[src/rtl/ahb_rr_grant_ctrl.sv]
// Registered round-robin bus-ownership controller for the shared AHB master
// port. Grants one master at a time, hands the bus over only on transfer
// boundaries, and bounds each tenure with a quantum unless the owner is
// performing a locked sequence. A single dead cycle separates owners.
module ahb_rr_grant_ctrl #(
  parameter int NM      = 8,
  parameter int MW      = 3,
  parameter int QUANTUM = 16
) (
  input  logic          HCLK,
  input  logic          HRESET,
  input  logic [NM-1:0] HBUSREQ,
  input  logic [NM-1:0] HLOCK,
  input  logic [1:0]    HTRANS,
  input  logic          HREADY,
  output logic [NM-1:0] HGRANT,
  output logic [MW-1:0] HMASTER,
  output logic          HMASTLOCK,
  output logic          BUS_IDLE
);

  localparam logic [1:0] TRANS_IDLE   = 2'b00;
  localparam logic [1:0] TRANS_NONSEQ = 2'b10;

  // Quantum fits in 8 bits (1..255); the counter saturates at this value.
  localparam logic [7:0] QUANT = 8'(QUANTUM);

  typedef enum logic {
    ST_IDLE = 1'b0,
    ST_OWN  = 1'b1
  } state_t;

  state_t        state;
  logic [MW-1:0] last;
  logic [7:0]    cnt;

  logic [MW-1:0] sel;
  logic [NM-1:0] owner_mask;
  logic          owner_req;
  logic          owner_lock;
  logic          others_req;
  logic          quantum_up;
  logic          release_req;
  logic          boundary;

  // First requesting master found searching circularly from ptr+1.
  function automatic logic [MW-1:0] rr_pick(input logic [NM-1:0] req,
                                            input logic [MW-1:0] ptr);
    logic [MW-1:0] pick;
    logic [MW-1:0] idx;
    logic          found;
    pick  = '0;
    found = 1'b0;
    for (int k = 1; k <= NM; k++) begin
      idx = MW'((int'(ptr) + k) % NM);
      if (!found && req[idx]) begin
        pick  = idx;
        found = 1'b1;
      end
    end
    return pick;
  endfunction

  // One-hot decode of a master index.
  function automatic logic [NM-1:0] onehot(input logic [MW-1:0] i);
    logic [NM-1:0] v;
    v    = '0;
    v[i] = 1'b1;
    return v;
  endfunction

  // Arbitration choice and release/boundary decode for the current owner.
  always_comb begin
    sel         = rr_pick(HBUSREQ, last);
    owner_mask  = onehot(HMASTER);
    owner_req   = HBUSREQ[HMASTER];
    owner_lock  = HLOCK[HMASTER] & owner_req;
    others_req  = |(HBUSREQ & ~owner_mask);
    quantum_up  = (cnt >= QUANT);
    // A lock only protects the tenure while the owner still requests.
    release_req = !owner_req || (quantum_up && others_req && !owner_lock);
    boundary    = HREADY && ((HTRANS == TRANS_IDLE) || (HTRANS == TRANS_NONSEQ));
  end

  // Ownership FSM with all bus-facing outputs registered.
  always_ff @(posedge HCLK or posedge HRESET) begin
    if (HRESET) begin
      state     <= ST_IDLE;
      HGRANT    <= '0;
      HMASTER   <= '0;
      HMASTLOCK <= 1'b0;
      BUS_IDLE  <= 1'b1;
      last      <= MW'(NM - 1);
      cnt       <= '0;
    end else begin
      case (state)
        ST_IDLE: begin
          // HMASTER keeps the previous owner so its data phase completes.
          if (|HBUSREQ) begin
            state     <= ST_OWN;
            HGRANT    <= onehot(sel);
            HMASTER   <= sel;
            last      <= sel;
            cnt       <= '0;
            HMASTLOCK <= HLOCK[sel] & HBUSREQ[sel];
            BUS_IDLE  <= 1'b0;
          end
        end
        ST_OWN: begin
          if (release_req && boundary) begin
            // Dead cycle follows; the pointer already names this owner, so
            // it drops to lowest priority in the next arbitration.
            state     <= ST_IDLE;
            HGRANT    <= '0;
            HMASTLOCK <= 1'b0;
            BUS_IDLE  <= 1'b1;
            cnt       <= '0;
          end else begin
            HMASTLOCK <= owner_lock;
            if (HREADY && (cnt < QUANT)) begin
              cnt <= cnt + 8'd1;
            end
          end
        end
        default: begin
          state     <= ST_IDLE;
          HGRANT    <= '0;
          HMASTLOCK <= 1'b0;
          BUS_IDLE  <= 1'b1;
          cnt       <= '0;
        end
      endcase
    end
  end

endmodule

[config.mk]
export PLATFORM = sky130hd
export DESIGN_NAME = ahb_rr_grant_ctrl
export DESIGN_NICKNAME = d
export VERILOG_FILES = /design/src/rtl/ahb_rr_grant_ctrl.sv
export SDC_FILE = /design/constraint.sdc
export NUM_CORES = 1
export LEC_CHECK = 0
export BUFFER_PORTS_ARGS = -buffer_cell sky130_fd_sc_hd__buf_2
export CORE_UTILIZATION = 55
export DETAILED_ROUTE_END_ITERATION = 12
export PLACE_DENSITY = 0.77
export SYNTH_ARGS = -nofsm -noshare
export SYNTH_HDL_FRONTEND = slang
export SYNTH_SLANG_ARGS = --single-unit
[constraint.sdc]
create_clock -name HCLK -period 4.3 [get_ports HCLK]
set_input_delay 0.215 -clock HCLK [delete_from_list [all_inputs] [get_ports HCLK]]
set_output_delay 0.215 -clock HCLK [all_outputs]
set_load 0.02 [all_outputs]
# Yosys cells after proc, flatten, opt, wreduce, memory -nomap -nowiden
# Index checks and enable logic that the tools add are counted.
[word_totals]
regBits = 25
elab_cells = 129
in_bits = 21
[op_classes]
n_eq_ne = 4
muxes = 59
reduce_logical = 31
add_sub_neg = 9
order_cmp = 14
bitwise_logic = 5
[op_table]
columns = ["op", "n"]
rows = [
  ["3-bit by 4-bit less-than comparator with 1-bit output, second input constant", 10],
  ["8-bit 2-to-1 mux", 5],
  ["1-bit binary-select mux with 3-bit select", 12],
  ["8-bit one-hot mux with 2 select lines", 2],
  ["1-bit 2-to-1 mux", 27],
  ["3-bit 2-to-1 mux", 8],
  ["8-bit OR reduction", 2],
  ["1-bit logical AND", 14],
  ["3-bit adder, second input constant", 4],
  ["1-bit logical NOT", 9],
  ["8-bit by 1-bit adder with 8-bit output, second input constant", 1],
  ["8-bit bitwise AND", 1],
  ["8-bit by 5-bit >= comparator with 1-bit output, second input constant", 1],
  ["8-bit by 5-bit less-than comparator with 1-bit output, second input constant", 1],
  ["8-bit NOT", 1],
  ["3-bit by 1-bit adder with 3-bit output, second input constant", 2],
  ["3-bit by 2-bit adder with 3-bit output, second input constant", 2],
  ["1-bit demux with 3-bit select", 2],
  ["3-bit by 1-bit >= comparator with 1-bit output, second input constant", 2],
  ["1-bit one-hot mux with 2 select lines", 3],
  ["2-bit AND reduction", 3],
  ["3-bit by 1-bit != test with 1-bit output, second input constant", 1],
  ["1-bit bitwise AND", 2],
  ["2-bit equality test, second input constant", 1],
  ["5 further kinds", 6],
]

# Depth between registers and ports, before layout
# Gate-level depths: netlist of run 1.
[logic_depth]
word_depth = 31
mapped_depth = 14
mapped_depth_nobuf = 11

# Worst setup path before layout of run 1
# Ideal clock, no wire load.
[synth_path]
kind = "register to register"
startpoint = "register last[0]"
endpoint = "register HMASTLOCK"
period_less_slack_ns = 3.415
path_slack_ns = 0.885
path_stages_with_launch = 14
arrival_time_ns = 3.288
setup_ns = 0.127
n_path_buf = 2
cell_sequence = "dfstp_2 buf_6 inv_1 ha_1 buf_6 mux2_4 or2_0 mux4_2 o21ai_0 a21oi_1 a2bb2oi_4 mux4_2 nand2_1 nand3b_1"
[synth_between]
elab_chain_cells = 30
elab_cells_between_ends = 60
cone_classes = "8 x add/sub; 37 x mux; 1 x bitwise; 14 x reduce/logical"
[synth_lines]
columns = ["item", "line_no", "source"]
rows = [
  ["start, declared", "34", "logic [MW-1:0] last;"],
  ["start signal, assigned", "93", "last <= MW'(NM - 1);"],
  ["start signal, assigned", "103", "last <= sel;"],
  ["3-bit by 1-bit adder with 3-bit output", "55", "idx = MW'((int'(ptr) + k) % NM);"],
  ["1-bit binary-select mux with 3-bit select", "56", "if (!found && req[idx]) begin"],
  ["1-bit 2-to-1 mux (implied by the code)", "56", ""],
  ["1-bit 2-to-1 mux", "56", ""],
  ["1-bit logical NOT", "56", ""],
  ["1-bit logical AND", "56", ""],
  ["1-bit 2-to-1 mux", "56", ""],
  ["1-bit logical NOT", "56", ""],
  ["[14 not listed]", "-", ""],
  ["1-bit logical NOT", "56", ""],
  ["1-bit logical AND", "56", ""],
  ["3-bit 2-to-1 mux *", "56", ""],
  ["1-bit binary-select mux with 3-bit select", "105", "HMASTLOCK <= HLOCK[sel] & HBUSREQ[sel];"],
  ["1-bit 2-to-1 mux (implied by the code)", "105", ""],
  ["1-bit bitwise AND *", "105", ""],
  ["1-bit 2-to-1 mux *", "99", "if (|HBUSREQ) begin"],
  ["1-bit one-hot mux with 2 select lines *", "96", "case (state)"],
  ["end signal, assigned", "105", ""],
  ["end signal, assigned", "119", "HMASTLOCK <= owner_lock;"],
  ["end, declared", "18", "output logic HMASTLOCK,"],
]
# Mark *: on every way between the ends. The rest lies on a longest branch, timed or not. The select of a mux whose other input is x is not followed.
# A chain may end at the register's enable or synchronous reset.

# Worst setup path in the final report of run 1
# Same ends and word-level chain as after synthesis.

==> results.txt, run 1 <==
----------------------------------------------------
[Synthesis]
  Number of flops mapped to enable cells by yosys ... 0
  Synth Warn # ... 0
  Library cell with the highest instance count after synthesis ... sky130_fd_sc_hd__nand2_1
  List of most frequent post-synthesis cells ... 24 x sky130_fd_sc_hd__nand2_1, 21 x sky130_fd_sc_hd__dfrtp_1, 18 x sky130_fd_sc_hd__nor2_1
  Async set-reset flop share out of synthesis ... 100%
  Number of library cell types mapped by synthesis ... 60
  Cells after Synth ... between 200 and 250
  Number of flip-flops and latches in the synthesized netlist ... 25
  Top area cells in the synthesized netlist ... sky130_fd_sc_hd__dfrtp_1 24%, sky130_fd_sc_hd__mux4_2 10%, sky130_fd_sc_hd__dfstp_2 4.8%
  Proportion of netlist area held by the largest area contributor ... between 20% and 30%
  Average cell area after synthesis ... 9.94 um2
  Net count of the mapped netlist ... approximately 250
  Cell type with the highest aggregate area in the netlist ... sky130_fd_sc_hd__dfrtp_1
  Share of synthesized area occupied by flip-flops and latches ... 28.6%
  Predominant post-synthesis flop cell ... sky130_fd_sc_hd__dfrtp_1
  Synthesized area ... 2210 um2

[CTS]
  CTS sink count ... 25
  Hold buffer count at cts ... 0
  Worst-case clock buffer depth ... 2
  Clock buffer count from CTS ... 3
  Skew-Pair Late Insertion Delay ... 280 ps
  H-tree depth ... 1
  Number of buffers inserted to repair setup after CTS ... 0
  Root buffer cell ... sky130_fd_sc_hd__clkbuf_8
  Clock edge transition at the registers on the reported setup and hold paths ... ~90 ps
  # resized after CTS ... 0
  TritonCTS clock tree ... done

[Timing]
  Tightest Pin Transition ... 938 ps
  Max transition margin ... 37.4%
  Final Hold Viols ... 0
  Total negative slack ... 0 ps
  Final worst-path cycle share ... 88.8%
  Achievable Freq ... about 260 MHz
  Maximum clock skew at final layout ... 3.03 ps
  Unrepaired setup endpoints after global routing ... false
  # setup viols final ... 0
  Period minus WS final ... 3820 ps
  Max Slew Vio Count ... 0

[Global routing]
  Via count of the first global-routing pass ... 1,740
  Pin count of the biggest net entering global routing ... 26
  Initial antenna violation count ... 0
  Total global routing track utilization ... 24.7%
  Total congestion overflow ... 0
  Global-route wire length before repair ... 8070 um

[Worst setup path]
  Startpoint type of the worst setup path ... flop
  Data required time of the critical path ... 4470 ps
  Critical Path, Cell by Cell ... inv_1 -> ha_1 -> mux4_1 -> mux2i_2 -> and3_1 -> and3_4 -> a21oi_1 -> a2bb2oi_4 -> mux4_2 -> nand2_1 -> nand3b_1
  Critical register-to-register path endpoint ... HMASTLOCK
  Slowest Stage Delay on Critical Path ... 710 ps
  Crit-path slowest cell ... sky130_fd_sc_hd__dfstp_2
  Worst Path Arrival ... 3990 ps
  Start-to-end type of the worst setup path ... flop to flop
  Slack of the worst reg-to-reg path ... 480 ps
  Category of the worst setup path capture point ... flop
  Launch point of the worst reg-to-reg path ... last[0]
  Worst Reg2Reg Path Length in Cells ... 11
  Maximum net fanout on the critical path ... 13

[Pwr]
  Highest ir drop seen on vdd ... 0.400 mV
  Leak pwr ... 1.09 nW
  Areal power density over the cells ... 827 nW/um2

[Place]
  Detailed Place HPWL ... ~3600 um
  Final RePlAce weighted congestion ... 0.917
  I/O Buffers ... 32

[Die]
  Top-level I/O count ... 34
  Die height ... 65.3 um
  Die area ... 4270 um2
  Cell Rows ... 22
  Chip width ... 65.3 um
  Core Region ... 3740 um2
  Starting utilization of the core area ... 58.9%

[Flow run]
  Maxcap violations ... 0

[Cells and area]
  Number of diodes ... 0
  Layout cells sized above 1 ... 28.8%
  Share of the core filled with cells ... roughly 64%
  Layout Area Growth over Synthesis ... 9.30%
  Nets ... 276

[Worst hold path]
  Tightest Hold Check Type ... input port to async pin

[Status]
  Outcome ... finished clean

[Drt]
  Average routed wire per standard cell ... 16.0 um
  Ratio of routed vias to standard cells ... 6.17
  Remaining antenna violation count after routing ... 0
  Total detailed-routing wirelength ... approximately 4800 um
  First-pass detailed-route iteration total ... 4
  First-iteration detailed-routing DRC count ... 127
  Routed via count ... 1,839
  Remaining routing DRC violations ... 0

----------------------------------------------------
cells by family after synthesis:
kind of cell	count (synthesis)	share of synthesized area [%]
compound gates	53	18.2
xor+xnor	7	2.78
fa+ha+maj	4	2.27
buf+inv	24	5.96
flops	25	28.6
mux	29	23.1
simple gates	80	19.2
worst max-delay path: cells and delay by family (launching register included):
family,cells,cell delay [ps]
flops,1,710
mux,3,1310
buf+inv,1,100
compound gates,2,370
fa+ha+maj,1,520
simple gates,4,680
how the worst max path moves through the flow:
stage                        from   endpoint
after CTS                 last[0]  HMASTLOCK
after global routing      last[0]  HMASTLOCK
after global placement    last[0]  HMASTLOCK
final                     last[0]  HMASTLOCK
after detailed placement  last[0]  HMASTLOCK
after floorplan           last[0]  HMASTLOCK
metrics by stage:
stage	worst slack, ps	power (mW)	instances	hold slack, ps	cell area (um2)
detailed placement	483	1.84	294	458	2360
CTS	470	2.00	298	153	2410
global route	232	2.15	298	205	2410
finish	482	2.00	298	130	2410
global placement	521	1.82	294	463	2360
floorplan	885	1.61	222	239	2210
state kept, by name, indices dropped and copies added (netlist names):
name       count
HGRANT         8
HMASTER        3
last           3
cnt            8
HMASTLOCK      1
state          1
BUS_IDLE       1
routing by layer:
| metal | share of wire [%] | vias to the layer above | track usage (%) |
|---|---|---|---|
| met4 | 1.5 | 0 | 7.88 |
| met3 | 3.3 | 9 | 2.95 |
| met5 | 0 | - | 0 |
| met1 | 48 | 887 | 35.2 |
| met2 | 47 | 51 | 39.2 |
| li1 | - | 892 | - |
layout make-up:
type / count / area [um2]
Multi-Input combinational cell: 173 / 1440
Fill cell: 327 / 1330
Sequential cell: 25 / 631
Timing Repair Buffer: 34 / 175
Tap cell: 48 / 60.1
Inverter: 14 / 52.6
Clock buffer: 3 / 41.3
Clock inverter: 1 / 7.51
power breakdown:
part | switching, mW | total, mW | internal, mW
clock | 0.0820 | 0.148 | 0.0659
combinational | 0.759 | 1.39 | 0.635
sequential | 0.127 | 0.453 | 0.326
total | 0.968 | 2.00 | 1.03
cells in the final DEF, fill, tap and decap left out, types with 3 or more instances in the layout:
cell                       count
sky130_fd_sc_hd__a21o_1        3
sky130_fd_sc_hd__o211ai_1      3
sky130_fd_sc_hd__a21oi_1       9
sky130_fd_sc_hd__nand3_1       8
sky130_fd_sc_hd__mux2i_1       6
sky130_fd_sc_hd__nor2_1       18
sky130_fd_sc_hd__clkbuf_8      3
sky130_fd_sc_hd__dfstp_2       4
sky130_fd_sc_hd__mux4_2       10
sky130_fd_sc_hd__inv_1        14
sky130_fd_sc_hd__o21ai_0      10
sky130_fd_sc_hd__xor2_1        5
sky130_fd_sc_hd__a31oi_1       6
sky130_fd_sc_hd__buf_2        32
sky130_fd_sc_hd__nand3b_1      5
sky130_fd_sc_hd__o31ai_1       3
sky130_fd_sc_hd__mux2_2        6
sky130_fd_sc_hd__dfrtp_1      21
sky130_fd_sc_hd__ha_1          4
sky130_fd_sc_hd__nand2_1      24
sky130_fd_sc_hd__mux4_1        4
No activity file was read; power rests on OpenSTA's default activity.
==> inputs of run 2 (changes only) <==
Settings changed: GPL_ROUTABILITY_DRIVEN from default to 0, SETUP_SLACK_MARGIN from default to 0.5.
==> results.txt, run 2 (synthesis gave the netlist of run 1 again) <==
----------------------------------------------------
[Cells and area]
  Nets ... 281 (+1.8%)
  Layout Cells excl Fill ... 303 (+1.7%)
  Layout Area Growth over Synthesis ... 11.6%
  Share of the core filled with cells ... 65.7% (+1.3 points)
  Biggest registers after layout ... HGRANT (8), cnt (8)
  Finished layout cell area ... 2460 um2 (+2.1%)
  Layout cells sized above 1 ... 31.0% (+2.2 points)
  Commonest cells after routing, fill and taps aside ... 32 x sky130_fd_sc_hd__buf_2, 24 x sky130_fd_sc_hd__nand2_1, 21 x sky130_fd_sc_hd__dfrtp_1
  Number of diodes ... 0 (unchanged)
  Most common cell after layout, fill and taps aside ... sky130_fd_sc_hd__buf_2

[Worst setup path]
  Critical Path, Cell by Cell ... inv_1 -> ha_4 -> mux2i_1 -> or2b_2 -> mux4_2 -> o21ai_0 -> a21oi_1 -> a2bb2oi_4 -> mux4_2 -> nand2_1 -> nand3b_1
  Category of the worst setup path capture point ... flop
  Start-to-end type of the worst setup path ... flop to flop
  Data required time of the critical path ... 4470 ps (about the same)
  Maximum net fanout on the critical path ... 13 (unchanged)
  Crit-path slowest cell ... sky130_fd_sc_hd__dfstp_4
  Startpoint type of the worst setup path ... flop
  Worst path most repeated cell ... sky130_fd_sc_hd__mux4_2
  Buffers and inverters on the worst path ... 1 (unchanged)
  Worst Path Arrival ... 3800 ps (-190 ps)
  Family of cells with the greatest summed delay on the critical path ... multiplexers
  Slowest Stage Delay on Critical Path ... 720 ps (about the same)

[Global routing]
  Via count of the first global-routing pass ... 1,740 (unchanged)
  Global-route wire length before repair ... 8070 um (unchanged)
  Met2 usage in global routing ... 39.2% (unchanged)
  Total congestion overflow ... 0 (unchanged)
  Initial antenna violation count ... 0 (unchanged)
  Global Route met1 Usage ... 35.2% (unchanged)
  Most used routing layer ... met2
  Total global routing track utilization ... 24.7% (unchanged)
  Pin count of the biggest net entering global routing ... 26 (unchanged)
  Met3 Use GR ... 2.95% (unchanged)

[Timing]
  Hold WS ... 122 ps (-8.22 ps)
  Maximum clock skew at final layout ... 7.66 ps (+4.63 ps)
  Max Slew Vio Count ... 0 (unchanged)
  Period minus WS final ... 3640 ps (-182 ps)
  # setup viols final ... 0 (unchanged)
  Achievable Freq ... 275 MHz (+5.0%)
  Final worst-path cycle share ... 84.6% (-4.2 points)
  Total negative slack ... 0 ps (unchanged)
  Final Hold Viols ... 0 (unchanged)
  Post-route worst setup slack ... 663 ps (+182 ps)
  Unrepaired setup endpoints after global routing ... false
  Tightest Pin Transition ... 931 ps (-7.38 ps)
  Max transition margin ... 37.9% (+0.49 points)

[Worst hold path]
  Tightest Hold Check Type ... input port to async pin

[Status]
  Outcome ... finished clean

[Die]
  Die area ... 4270 um2 (unchanged)
  Top-level I/O count ... 34 (unchanged)
  Starting utilization of the core area ... 58.9% (unchanged)
  Chip width ... 65.3 um (unchanged)
  Die height ... 65.3 um (unchanged)
  Cell Rows ... 22 (unchanged)
  Core Region ... 3740 um2 (unchanged)

[CTS]
  CTS sink count ... 25 (unchanged)
  Skew-Pair Late Insertion Delay ... 280 ps (about the same)
  Worst-case clock buffer depth ... 2 (unchanged)
  Root buffer cell ... sky130_fd_sc_hd__clkbuf_8
  Hold buffer count at cts ... 0 (unchanged)
  Clock edge transition at the registers on the reported setup and hold paths ... 100 ps (about the same)
  TritonCTS clock tree ... done
  Clock buffer count from CTS ... 3 (unchanged)
  H-tree depth ... 1 (unchanged)

[Place]
  I/O Buffers ... 32 (unchanged)
  Worst Setup Slack post-DPL ... 483 ps (unchanged)
  Placed instance area ... 2360 um2 (unchanged)
  Dpl cells ... 294 (unchanged)
  Detailed Place HPWL ... 3550 um (unchanged)

[Pwr]
  Leak pwr ... 1.11 nW (+1.9%)
  Post-route total power ... 2.12 mW (+6.2%)
  Areal power density over the cells ... 861 nW/um2 (+4.0%)
  Highest ir drop seen on vdd ... 0.425 mV (+6.1%)

[Flow run]
  Maxcap violations ... 0 (unchanged)

[Drt]
  Total detailed-routing wirelength ... 4830 um (+1.1%)
  Ratio of routed vias to standard cells ... 6.14 (-0.47%)
  First-iteration detailed-routing DRC count ... 145 (+14%)
  First-pass detailed-route iteration total ... 4 (unchanged)
  Remaining routing DRC violations ... 0 (unchanged)
  Routed via count ... 1,861 (+1.2%)
  Remaining antenna violation count after routing ... 0 (unchanged)
  Average routed wire per standard cell ... 15.9 um (-0.58%)

----------------------------------------------------
## run 2: what timing repair did
item,4_1_cts,5_1_grt
setup buffers,0,5
setup endpoints to repair,1,3
pin swaps,0,1
resized for setup,1,3
## run 2: cell type report
type                    count  area, um2
clock inverters             1       7.51
well taps                  48       60.1
clock buffers               3       41.3
inverters                  14       52.6
repair buffers             39        213
fillers                   323       1280
multi-input cells         173       1450
flip-flops and latches     25        634
## run 2: layer usage
layer	wire length (um)	vias up
li1	-	904
met1	2200	899
met2	2320	51
met3	241	7
met4	63	0
met5	0	-
## run 2: final timing paths
kind                            from         end  slack (ps)  cells after the start
setup / recovery             last[0]   HMASTLOCK         660                     11
hold / removal                HRESET   HGRANT[1]         120                      2
setup reg to reg             last[0]   HMASTLOCK         660                     11
hold reg to reg            HGRANT[5]   HGRANT[5]         490                      2
max in group asynchronous     HRESET  HMASTER[2]        3600                      2
min in group HCLK             HREADY      cnt[0]         310                      3
## run 2: power breakdown
part	switching [mW]	internal, mW	leakage, nW
Sequential	0.126	0.329	0.319
Clock	0.0833	0.0660	0.0217
Combinational	0.782	0.732	0.770
